--- src/rtl/modport_bridge.sv ---
// ---------------------------------------------------------------------------
// modport_bridge
//
// AHB-Lite slave to APB master bridge. Each accepted AHB transfer becomes a
// single APB setup/enable access on a four-slave APB segment. The APB
// window starts at BASE_ADDR and holds four slots of 2**SLOT_BITS bytes each.
//
// Handshake: an AHB address phase is taken when Hreadyin = 1,
// Htrans = NONSEQ/SEQ and Haddr falls inside the window. Sampling happens
// only in IDLE, RENABLE or WENABLE, the states in which Hreadyout = 1.
// Hreadyout = 0 stretches the data phase: one wait state for reads and two
// for writes. Out-of-window, IDLE and BUSY transfers complete with OKAY and
// no wait state.
//
// Ports:
//   Hclk, Hresetn   clock, asynchronous active-low reset
//   Hwrite, Hreadyin, Htrans, Haddr, Hwdata   AHB master inputs
//   Prdata          read data from the selected APB slave
//   Hreadyout, Hresp, Hrdata                  AHB slave responses
//   Pselx, Paddr, Pwdata, Pwrite, Penable     registered APB outputs
// ---------------------------------------------------------------------------
module modport_bridge #(
    parameter logic [31:0] BASE_ADDR = 32'h8000_0000,
    parameter int          SLOT_BITS = 26
) (
    input  logic        Hclk,
    input  logic        Hresetn,
    input  logic        Hwrite,
    input  logic        Hreadyin,
    input  logic [1:0]  Htrans,
    input  logic [31:0] Haddr,
    input  logic [31:0] Hwdata,
    input  logic [31:0] Prdata,
    output logic        Hreadyout,
    output logic [1:0]  Hresp,
    output logic [31:0] Hrdata,
    output logic [3:0]  Pselx,
    output logic [31:0] Paddr,
    output logic [31:0] Pwdata,
    output logic        Pwrite,
    output logic        Penable
);

    typedef enum logic [2:0] {
        ST_IDLE    = 3'd0,
        ST_READ    = 3'd1,
        ST_RENABLE = 3'd2,
        ST_WWAIT   = 3'd3,
        ST_WRITE   = 3'd4,
        ST_WENABLE = 3'd5
    } state_t;

    // Current FSM state, visible to checkers bound into this scope.
    state_t state;

    // 34-bit arithmetic keeps the window end from wrapping for any base.
    localparam logic [33:0] BASE_EXT  = {2'b00, BASE_ADDR};
    localparam logic [33:0] SLOT_SIZE = 34'd1 << SLOT_BITS;

    logic [33:0] haddr_ext;
    logic [3:0]  sel_dec;
    logic        valid;

    // Registered address-phase information of the accepted transfer.
    logic [31:0] addr_q;
    logic        write_q;
    logic [3:0]  sel_q;

    assign haddr_ext = {2'b00, Haddr};

    // One comparator pair per slot; the slot hit is already one-hot and the
    // OR of all four is the in-window test.
    for (genvar i = 0; i < 4; i++) begin : g_dec
        localparam logic [33:0] LO = BASE_EXT + SLOT_SIZE * i;
        assign sel_dec[i] = (haddr_ext >= LO) && (haddr_ext < LO + SLOT_SIZE);
    end

    // Only Htrans[1] separates NONSEQ/SEQ from IDLE/BUSY.
    logic unused_htrans0;
    assign unused_htrans0 = Htrans[0];

    assign valid = Hreadyin && Htrans[1] && (|sel_dec);

    assign Hresp  = 2'b00;
    assign Hrdata = (state == ST_RENABLE) ? Prdata : 32'h0000_0000;

    // Single FSM block; every APB output is loaded together with the state
    // it belongs to, so outputs are registered and never glitch.
    always_ff @(posedge Hclk or negedge Hresetn) begin
        if (!Hresetn) begin
            state     <= ST_IDLE;
            addr_q    <= 32'h0000_0000;
            write_q   <= 1'b0;
            sel_q     <= 4'b0000;
            Pselx     <= 4'b0000;
            Paddr     <= 32'h0000_0000;
            Pwdata    <= 32'h0000_0000;
            Pwrite    <= 1'b0;
            Penable   <= 1'b0;
            Hreadyout <= 1'b1;
        end else begin
            case (state)
                ST_IDLE, ST_RENABLE, ST_WENABLE: begin
                    Penable <= 1'b0;
                    if (valid) begin
                        addr_q  <= Haddr;
                        write_q <= Hwrite;
                        sel_q   <= sel_dec;
                        Hreadyout <= 1'b0;
                        if (!Hwrite) begin
                            // Read setup goes out straight away.
                            state  <= ST_READ;
                            Pselx  <= sel_dec;
                            Paddr  <= Haddr;
                            Pwrite <= 1'b0;
                        end else begin
                            // Write data arrives one cycle later.
                            state <= ST_WWAIT;
                            Pselx <= 4'b0000;
                        end
                    end else begin
                        state     <= ST_IDLE;
                        Pselx     <= 4'b0000;
                        Hreadyout <= 1'b1;
                    end
                end
                ST_READ: begin
                    state     <= ST_RENABLE;
                    Penable   <= 1'b1;
                    Hreadyout <= 1'b1;
                end
                ST_WWAIT: begin
                    state     <= ST_WRITE;
                    Pselx     <= sel_q;
                    Paddr     <= addr_q;
                    Pwdata    <= Hwdata;
                    Pwrite    <= write_q;
                    Penable   <= 1'b0;
                    Hreadyout <= 1'b0;
                end
                ST_WRITE: begin
                    state     <= ST_WENABLE;
                    Penable   <= 1'b1;
                    Hreadyout <= 1'b1;
                end
                default: begin
                    state     <= ST_IDLE;
                    Pselx     <= 4'b0000;
                    Penable   <= 1'b0;
                    Hreadyout <= 1'b1;
                end
            endcase
        end
    end

endmodule

--- config.mk ---
export PLATFORM = sky130hd
export DESIGN_NAME = modport_bridge
export DESIGN_NICKNAME = d
export VERILOG_FILES = /design/src/rtl/modport_bridge.sv
export SDC_FILE = /design/constraint.sdc
export NUM_CORES = 1
export LEC_CHECK = 0
export BUFFER_PORTS_ARGS = -buffer_cell sky130_fd_sc_hd__buf_2
export CAP_MARGIN = 30
export CORE_ASPECT_RATIO = 1.25
export CORE_MARGIN = 5
export CORE_UTILIZATION = 43
export DETAILED_ROUTE_END_ITERATION = 8
export PLACE_DENSITY = 0.77
export SYNTH_ARGS = -nofsm -noshare
export SYNTH_HDL_FRONTEND = slang
export SYNTH_SLANG_ARGS = --single-unit
--- constraint.sdc ---
create_clock -name Hclk -period 1.65 [get_ports Hclk]
set_input_delay 0.0825 -clock Hclk [delete_from_list [all_inputs] [get_ports Hclk]]
set_output_delay 0.0825 -clock Hclk [all_outputs]
set_load 0.02 [all_outputs]
==> metrics.md, run 1 <==
| Metric | Value |
|---|---|
| DRT Pass-1 Iters | `6` |
| Leakage | `approximately 3.5 nW` |
| Min Clock Period, post-route | `around 1600 ps` |
| Most frequent cells in the layout | `buf_2 (200), dfrtp_1 (108), nand2_1 (104)` |
| Clock H-tree levels | `3` |
| Number of buffers created by CTS | `9` |
| Fmax achieved | `0.618 GHz` |
| Netlist Area Pre-Place | `between 0.004 and 0.005 mm2` |
| Asr flop ratio synth | `1.00` |
| Final hold slack | `about 5.5 ps` |
| Synth Flop Type | `dfrtp_1` |
| Setup Skew | `around 7.1 ps` |
| Ys Warns | `0` |
| Required @ worst endpoint | `~1600 ps` |
| CP Capture Type | `output pin` |
| Worst-Skew Late Latency | `approximately 340 ps` |
| Ports | `around 210` |
| Worst setup margin | `about 32 ps` |
| Post-place setup slack | `roughly 60 ps` |
| Fillcell total | `between 800 and 900` |
| Post-synth EDFFs | `0` |
| Status | `complete, no violations` |
| Fraction of layout cells with a size suffix above 1 | `0.430` |
| Vias per inst | `~5.1` |
| Largest net degree at the start of global routing | `~50` |
| Multiplexer share of the synthesized area | `0.0643` |
| Clk sinks | `roughly 110` |
| Cells after Synth | `434` |
| Vias in the first global route | `approximately 4400` |
| Syn-to-layout area delta | `41.6%` |
| Max_cap viols | `0` |
| Number of I/O port buffers | `between 200 and 250` |
| CTS tree | `yes` |
| Global Route Usage Sum | `0.205` |
| Synth Area in Compound Gates | `0.146` |
| Chip width | `around 110 um` |
| Initial antenna violation count | `2` |
| Syn Area/Cell | `around 11 um2` |
| Final setup viols | `0` |
| CP Class | `reg -> out` |
| Total Wirelength | `14100 um` |
| Crit path DAT | `roughly 1500 ps` |
| Pwr dens | `between 1000 and 1500 mW/mm2` |
| DRC | `0` |
| Synth Register Bits | `between 100 and 150` |
| Largest family of logic cells by synthesized area | `simple AND/OR/NAND/NOR gates` |
| Vias | `approximately 4300` |
| Adder-Cell Fraction of Synth Area | `0` |
| Simple-Gate Fraction of Synth Area | `0.166` |
| CTS max path bufs | `2` |
| Reg clk slew, reported paths | `roughly 70 ps` |
| Hold crit path type | `in -> reg` |
| RSZ-0062 raised after global routing | `yes` |
| Die H | `between 100 and 150 um` |
| Sequential area share after synthesis | `0.566` |
| Worst r2r path cells | `4` |
| Initial Util | `0.441` |
| Crit path max fanout | `32` |
| Util after Layout | `0.624` |
| Pwr Total | `0.00741 W` |
| Initial drt markers | `321` |
| Synth unique cells | `45` |
| Tcrit/Tclk final | `0.981` |
| First-pass GRT wire length | `around 22000 um` |
| WL per Instance | `~17 um` |
| Die area | `0.0137 mm2` |
| Clock Root Buffer | `clkbuf_16` |
| Nets | `a little under 800` |
| Core Box Area | `between 0.01 and 0.015 mm2` |
| HPWL Detailed | `9590 um` |
| Setup TNS Final | `0 ps` |
| Final hold violation count | `0` |
| Final Max Tran Viols | `0` |
| Synth Area in XOR/XNOR | `0` |
| Overflow after GRT | `0` |
| Antenna-violating nets left | `0` |
| Peak supply drop | `between 0.9 and 1 mV` |
| Commonest non-fill, non-tap cell in the layout | `buf_2` |
| Hold depth | `2` |
| Gpl congestion | `0.875` |
| Num rows | `43` |
| Startpoint Class | `flip-flop` |
## critical path, cell delays in order, from the launching register on
cell and delay [ps]:
dfrtp_2 450, nor2_4 180, buf_12 180, and3_1 220, buf_4 170
## power breakdown
part	switching, W	internal, W
Clock	0.000918	0.00120
Combinational	0.000995	0.000809
Sequential	0.000268	0.00322
## synth_stat cells, types with 2 or more instances
master      n  area (um2)
dfrtp_1   110        2750
nand2_1   104         390
and3_1     33         206
mux2_2     28         315
o21a_1     28         210
o22a_2     19         190
a21oi_1    12        60.1
clkbuf_1   10        37.5
o21ai_0     9        45.0
o22a_1      9        78.8
clkbuf_8    8         110
buf_2       7        35.0
nand2b_1    6        37.5
buf_4       5        37.5
nor2_1      4        15.0
nor4_1      4        25.0
a22oi_1     3        22.5
and2_1      3        18.8
a221o_1     2        20.0
buf_8       2        30.0
inv_1       2        7.51
nor2b_1     2        12.5
o211ai_2    2        25.0
## worst paths after layout
kind	start	end	slack, ps
worst min-delay path	Haddr[25]	addr_q[25]	5
worst min register to register	Pwdata[11]	Pwdata[11]	470
worst max-delay path	state[2]	Hrdata[10]	30
max in group asynchronous	Hresetn	Hreadyout	760
min in group asynchronous	Hresetn	Paddr[24]	240
worst max register to register	state[2]	addr_q[1]	40
## state kept, by name, summed over array words and instances (netlist names)
register,flops
Hreadyout,1
Paddr,32
Penable,1
Pselx,4
Pwdata,32
Pwrite,1
addr_q,32
sel_q,4
state,3
write_q,1
## layout make-up
| cell class | count | area (um2) | share of cell area |
|---|---|---|---|
| Timing Repair Buffer | 278 | 1810 | 0.261 |
| Inverter | 3 | 11.3 | 0.00162 |
| Multi-Input combinational cell | 287 | 1880 | 0.271 |
| Antenna cell | 1 | 2.50 | 0.000360 |
| Sequential cell | 111 | 2780 | 0.400 |
| Tap cell | 135 | 169 | 0.0243 |
| Clock buffer | 10 | 239 | 0.0344 |
| Clock inverter | 4 | 47.5 | 0.00684 |
## routing by layer
layer	routed length [um]	share of wire	vias to the layer above	track usage
li1	-	-	2002	-
met1	5130	0.36	2039	0.224
met2	7480	0.53	196	0.381
met3	1210	0.085	29	0.0618
met4	297	0.021	2	0.0648
met5	20	0.0014	-	0
## cell families after synthesis
kind of cell | after synthesis
buf+inv | 37
mux | 28
simple gates | 167
other cells | 1
compound gates | 90
flops | 111
## repair_timing
item | 4_1_cts | 5_1_grt
resized for setup | 3 | 7
hold buffers | 56 | 0
pin swaps | 1 | 0
endpoints found under the hold margin | 86 | 0
setup endpoints to repair | 32 | 38
buffers inserted | 1 | 0
## stage by stage
stage | area, um2 | instances
CTS | 6930 | 828
floorplan | 4910 | 435
detailed placement | 6060 | 757
finish | 6950 | 829
global route | 6950 | 829
global placement | 6060 | 757
(Power assumes the default switching activity.)
==> inputs of run 2 (changes only) <==
Settings changed: PLACE_DENSITY 0.77 to 0.76.
==> run 2 against run 1 <==
Compared with the run above:
- total power rose by 0.41%
- critical endpoint is now addr_q[1]
- sequential power barely moved
- wire length fell by 1.7%
- clock-buffer cell count rose by 3
- via count fell by 0.84%
- hold slack improved by 10 ps
- clock skew rose by 0.59 ps
- worst setup slack got worse by 0.98 ps
- register-to-register slack barely moved
==> metrics.md, run 2 (synthesis results as in run 1) <==
| Metric | Value |
|---|---|
| Status | `complete, no violations` |
| Final Max Tran Viols | `0 (unchanged)` |
| Initial drt markers | `255 (-21%)` |
| Hold depth | `2 (unchanged)` |
| Commonest non-fill, non-tap cell in the layout | `buf_2` |
| CP Class | `reg -> reg` |
| Num rows | `43 (unchanged)` |
| Initial Util | `0.441 (unchanged)` |
| Multi-input logic area | `0.00188 mm2 (unchanged)` |
| HPWL Detailed | `9730 um (+1.4%)` |
| Syn-to-layout area delta | `42.4%` |
| Fmax achieved | `0.618 GHz (about the same)` |
| Antenna-violating nets left | `0 (unchanged)` |
| Overflow after GRT | `0 (unchanged)` |
| Core Box Area | `0.0111 mm2 (unchanged)` |
| Fillcell total | `853 (-2.2%)` |
| Dpl cells | `758 (+0.13%)` |
| Clock Root Buffer | `clkbuf_16` |
| First-pass GRT wire length | `22500 um (about the same)` |
| Final hold slack | `15.8 ps (+10.3 ps)` |
| Vias per inst | `5.07 (-1.4%)` |
| Top flop regs | `Paddr x32, Pwdata x32, addr_q x32` |
| Most frequent cells in the layout | `buf_2 (201), dfrtp_1 (108), nand2_1 (104)` |
| Final setup viols | `0 (unchanged)` |
| Design area | `0.00699 mm2 (+0.59%)` |
| Fraction of layout cells with a size suffix above 1 | `0.427 (-0.00308)` |
| RSZ-0062 raised after global routing | `yes` |
| Peak supply drop | `0.944 mV (+3.4%)` |
| Worst-Skew Late Latency | `340 ps (about the same)` |
| Pwr dens | `1060 mW/mm2 (-0.18%)` |
| Area after DPL | `0.00607 mm2 (+0.12%)` |
| CP Capture Type | `flip-flop` |
| Ports | `207 (unchanged)` |
| Crit path DAT | `1840 ps (+300 ps)` |
| Max_cap viols | `0 (unchanged)` |
| Startpoint Class | `flip-flop` |
| Leakage | `3.47 nW (+0.45%)` |
| DRC | `0 (unchanged)` |
| Vias in the first global route | `4473 (+2.1%)` |
| CTS max path bufs | `2 (unchanged)` |
| Hold crit path type | `in -> reg` |
| Min Clock Period, post-route | `1620 ps (+0.977 ps)` |
| Crit path max fanout | `17 (-47%)` |
| Worst r2r path cells | `4 (unchanged)` |
| CTS tree | `yes` |
| Sequential cell area | `0.00278 mm2 (unchanged)` |
| Setup TNS Final | `0 ps (unchanged)` |
| Vias | `4232 (-0.84%)` |
| DRT Pass-1 Iters | `4 (-2)` |
| Die area | `0.0137 mm2 (unchanged)` |
| Global Route Usage Sum | `0.207 (+0.00236)` |
| Largest net degree at the start of global routing | `54 (+10%)` |
| Initial antenna violation count | `1 (-1)` |
| Number of buffers created by CTS | `9 (unchanged)` |
| Setup Skew | `7.74 ps (+0.591 ps)` |
| Worst setup margin | `31.2 ps (-0.977 ps)` |
| Gpl congestion | `0.851 (-2.7%)` |
| Required @ worst endpoint | `1870 ps (+300 ps)` |
| Final hold violation count | `0 (unchanged)` |
| Total Wirelength | `13900 um (-1.7%)` |
| Post-place setup slack | `-3.16 ps (-63.1 ps)` |
| Tcrit/Tclk final | `0.981 (about the same)` |
| Chip width | `106 um (unchanged)` |
| Die H | `129 um (unchanged)` |
| Clk sinks | `111 (unchanged)` |
| Nets | `795 (+0.38%)` |
| Clock H-tree levels | `3 (unchanged)` |
| Reg clk slew, reported paths | `70 ps (about the same)` |
| WL per Instance | `16.7 um (-2.3%)` |
| Finished Layout Cells | `834 (+0.60%)` |
| Number of I/O port buffers | `203 (unchanged)` |
-- run 2: changes by cell type in the layout (fill, tap and decap cells not counted) --
| cell | before | now |
|---|---|---|
| buf_2 | 200 | 201 |
| buf_4 | 15 | 13 |
| buf_6 | 0 | 2 |
| clkbuf_1 | 0 | 3 |
| clkinv_2 | 2 | 1 |
| dlygate4sd3_1 | 56 | 58 |
| inv_2 | 1 | 0 |
| inv_4 | 0 | 1 |
-- run 2: layout make-up --
type / instances / area share
clock inverter: 3 / 0.00609
multi-input combinational: 287 / 0.269
tap: 135 / 0.0242
sequential: 111 / 0.398
clock buffer: 13 / 0.0358
timing repair buffer: 281 / 0.264
antenna: 1 / 0.000358
inverter: 3 / 0.00197
-- run 2: final timing paths --
check	slack (ps)	start	endpoint
hold reg to reg	480	Pwdata[29]	Pwdata[29]
max in group asynchronous	810	Hresetn	Pwdata[30]
min in group asynchronous	210	Hresetn	Paddr[24]
hold / removal	20	Haddr[4]	addr_q[4]
setup reg to reg	30	state[2]	addr_q[1]
setup / recovery	30	state[2]	addr_q[1]
-- run 2: per-stage QoR --
step,util,power [W]
finish,0.627,0.00744
global route,0.627,0.00783
CTS,0.624,0.00751
detailed placement,0.545,0.00522
global placement,0.545,0.00515
floorplan,-,0.00449
-- run 2: metal layers --
layer / global-route usage / vias to the layer above / wire length (um)
met4: 0.0770 / 0 / 287
li1: - / 2017 / -
met2: 0.379 / 153 / 7310
met1: 0.224 / 2040 / 5190
met3: 0.0663 / 22 / 1110
met5: 0 / - / 0
-- run 2: timing repair --
action | CTS | global route
buffers inserted | 1 | 0
setup endpoints to repair | 33 | 53
hold buffers | 57 | 1
resized for setup | 3 | 8
hold endpoints to repair | 85 | 1
pin swaps | 1 | 0
-- run 2: critical path, cell delays in order (launching register included) --
cell      delay (ps)
dfrtp_2          440
and3b_1          240
o211ai_4         270
buf_12           200
mux2_2           350
-- run 2: report_power, final --
part	internal [W]	total (W)	switching, W
Clock	0.00122	0.00215	0.000927
Sequential	0.00322	0.00349	0.000266
Combinational	0.000810	0.00180	0.000995
Total	0.00525	0.00744	0.00219
==> inputs of run 3 (changes only) <==
Settings changed: ABC_AREA from default to 1.
==> run 3 against run 2 <==
Compared with the run above:
- die area about the same
- register-to-register slack better by 70 ps
- total power up 11%
- highest routed layer unchanged
- sequential share of layout area fell by 0.22 points
- critical path type is now reg -> out
- final area grew 0.47%
- core utilization rose by 0.29 points
- non-clock buffer count down 6
- final cell count increased by 19%
==> metrics.md, run 3 <==
| Metric | Value |
|---|---|
| Chip width | `106 um (about the same)` |
| Asr flop ratio synth | `1.00 (unchanged)` |
| Number of I/O port buffers | `203 (unchanged)` |
| Reg clk slew, reported paths | `70 ps (about the same)` |
| Largest family of logic cells by synthesized area | `simple AND/OR/NAND/NOR gates` |
| Synth Area in XOR/XNOR | `0 (unchanged)` |
| Commonest non-fill, non-tap cell in the layout | `nand2_1` |
| Num rows | `43 (unchanged)` |
| Required @ worst endpoint | `1570 ps (-300 ps)` |
| Multiplexer share of the synthesized area | `0 (-0.0643)` |
| Hold crit path type | `in -> reg` |
| Final Max Tran Viols | `0 (unchanged)` |
| Clock Root Buffer | `clkbuf_16` |
| Final hold violation count | `0 (unchanged)` |
| M1 wire length | `5730 um (+10%)` |
| Fillcell total | `943 (+11%)` |
| Netlist Area Pre-Place | `0.00490 mm2 (about the same)` |
| Fmax achieved | `0.612 GHz (-0.86%)` |
| Design area | `0.00702 mm2 (+0.47%)` |
| Synth area leader | `dfrtp_1` |
| Final hold slack | `26.7 ps (+10.9 ps)` |
| Hold depth | `3 (+1)` |
| Synth area leaders | `dfrtp_1 (56%), nand2_1 (17%), o21ai_0 (5.9%), inv_1 (5.8%), nor2_1 (2.9%)` |
| DRC | `0 (unchanged)` |
| CP Capture Type | `output pin` |
| Antenna-violating nets left | `0 (unchanged)` |
| Dpl cells | `919 (+21%)` |
| HPWL Detailed | `8790 um (-9.6%)` |
| Synth Register Bits | `111 (unchanged)` |
| Total Wirelength | `13200 um (-5.2%)` |
| Ys Warns | `0 (unchanged)` |
| Min Clock Period, post-route | `1630 ps (+14.0 ps)` |
| Worst setup margin | `17.2 ps (-14.0 ps)` |
| Setup Buffers After CTS | `0 (-1)` |
| Initial drt markers | `165 (-35%)` |
| CP Class | `reg -> out` |
| WL met2 | `6360 um (-13%)` |
| Core Box Area | `0.0111 mm2 (unchanged)` |
| Final setup viols | `0 (unchanged)` |
| ANT cells | `0 (-1)` |
| Finished Layout Cells | `993 (+19%)` |
| RSZ-0062 raised after global routing | `yes` |
| Fraction of layout cells with a size suffix above 1 | `0.295 (-0.132)` |
| Top cells by count, synth | `nand2_1 (221), dfrtp_1 (110), inv_1 (76)` |
| Clk sinks | `111 (unchanged)` |
| Pwr dens | `1170 mW/mm2 (+10%)` |
| Clock H-tree levels | `3 (unchanged)` |
| Number of buffers created by CTS | `9 (unchanged)` |
| Ports | `207 (unchanged)` |
| Max_cap viols | `0 (unchanged)` |
| Synth Area in Compound Gates | `0.0998 (-0.0461)` |
| Vias | `4582 (+8.3%)` |
| DRT Pass-1 Iters | `4 (unchanged)` |
| Wire length on met3 | `932 um (-16%)` |
| Synth top area share | `0.561 (about the same)` |
| Vias per inst | `4.61 (-9.1%)` |
| Syn Area/Cell | `8.21 um2 (-27%)` |
| Area after DPL | `0.00611 mm2 (+0.64%)` |
| Top-count cell post-synth | `nand2_1` |
| CTS max path bufs | `2 (unchanged)` |
| Crit path DAT | `1550 ps (-290 ps)` |
| Sequential area share after synthesis | `0.567 (about the same)` |
| Die area | `0.0137 mm2 (about the same)` |
| Status | `complete, no violations` |
| Simple-Gate Fraction of Synth Area | `0.232 (+0.0660)` |
| Overflow after GRT | `0 (unchanged)` |
| First-pass GRT wire length | `21900 um (-2.7%)` |
| Adder-Cell Fraction of Synth Area | `0 (unchanged)` |
| Cells after Synth | `597 (+38%)` |
| Most frequent cells in the layout | `nand2_1 (221), buf_2 (202), dfrtp_1 (110)` |
| Syn-to-layout area delta | `43.2%` |
| Gpl congestion | `0.836 (-1.8%)` |
| Post-synth EDFFs | `0 (unchanged)` |
| Die H | `129 um (about the same)` |
| Worst r2r path cells | `7 (+3)` |
| Global Route Usage Sum | `0.196 (-0.0113)` |
| WL per Instance | `13.3 um (-20%)` |
| CTS tree | `yes` |
| Nets | `956 (+20%)` |
| Top flop regs | `Paddr x32, Pwdata x32, addr_q x32` |
| Vias in the first global route | `4595 (+2.7%)` |
| Peak supply drop | `0.625 mV (-34%)` |
| Initial antenna violation count | `0 (-1)` |
| Setup Skew | `9.91 ps (+2.17 ps)` |
| Crit path max fanout | `32 (+15)` |
| Startpoint Class | `flip-flop` |
| Max Used Layer | `met4` |
| Post-place setup slack | `96.1 ps (+99.2 ps)` |
| Largest net degree at the start of global routing | `61 (+13%)` |
| Initial Util | `0.440 (about the same)` |
| Leakage | `3.88 nW (+12%)` |
| Worst-Skew Late Latency | `340 ps (about the same)` |
| Tcrit/Tclk final | `0.990 (+0.00849)` |
| Synth Flop Type | `dfrtp_1` |
| Synth unique cells | `25 (-44%)` |
## run 3: cell count changes after synthesis, sizes merged, moves of 10 or more
| cell | before | now |
|---|---|---|
| a21oi | 12 | 2 |
| and3 | 33 | 0 |
| inv | 3 | 78 |
| mux2 | 28 | 0 |
| nand2 | 104 | 223 |
| nand3 | 1 | 17 |
| nor2 | 5 | 40 |
| o21a | 28 | 0 |
| o21ai | 9 | 89 |
| o22a | 28 | 0 |
## run 3: worst max-delay path, cell delays in order (launching register included)
cell and delay [ps]:
dfrtp_1 430, nor2_1 160, nand2_1 80, buf_6 180, nor2_1 160, buf_2 190
## run 3: cell families (layout without fill, tap and decap cells)
family / after synthesis / in the layout
other cells: 1 / 2
simple gates: 286 / 286
buf+inv: 108 / 368
flops: 111 / 111
compound gates: 91 / 91
## run 3: stage by stage
stage / utilization / TNS, ps / total power (W)
2_1_floorplan: - / 0 / 0.00503
3_3_place_gp: 0.549 / 0 / 0.00585
3_5_place_dp: 0.549 / 0 / 0.00592
4_1_cts: 0.630 / 0 / 0.00832
5_1_grt: 0.630 / -264 / 0.00874
6_report: 0.630 / 0 / 0.00825
## run 3: final cells by class
class / count / area, um2 / area share
Inverter: 78 / 293 / 0.0417
Clock inverter: 6 / 86.3 / 0.0123
Timing Repair Buffer: 275 / 1820 / 0.260
Clock buffer: 9 / 225 / 0.0321
Multi-Input combinational cell: 379 / 1650 / 0.234
Sequential cell: 111 / 2780 / 0.396
Tap cell: 135 / 169 / 0.0241
## run 3: final timing paths
check	endpoint	startpoint	slack [ps]
setup / recovery	Hrdata[24]	state[0]	20
hold / removal	addr_q[27]	Haddr[27]	30
setup reg to reg	Paddr[23]	state[2]	100
hold reg to reg	sel_q[0]	sel_q[0]	480
max in group asynchronous	Hreadyout	Hresetn	930
min in group asynchronous	Paddr[4]	Hresetn	130
## run 3: per-layer routing
layer / up-vias / global-route usage
li1: 2330 / -
met1: 2075 / 0.250
met2: 159 / 0.334
met3: 18 / 0.0533
met4: 0 / 0.0480
met5: - / 0
## run 3: where the power goes
group	total, W	leakage [nW]	internal, W	switching (W)
registers	0.00368	1.31	0.00338	0.000302
logic	0.00230	2.42	0.000878	0.00142
clock network	0.00227	0.151	0.00132	0.000947
total	0.00825	3.88	0.00557	0.00267
## run 3: repair_timing
item,in CTS,in global routing
endpoints found under the setup margin,2,34
gates cloned,0,0
hold buffers,59,0
endpoints found under the hold margin,168,0
pin swaps,0,0
gates resized for setup,1,1
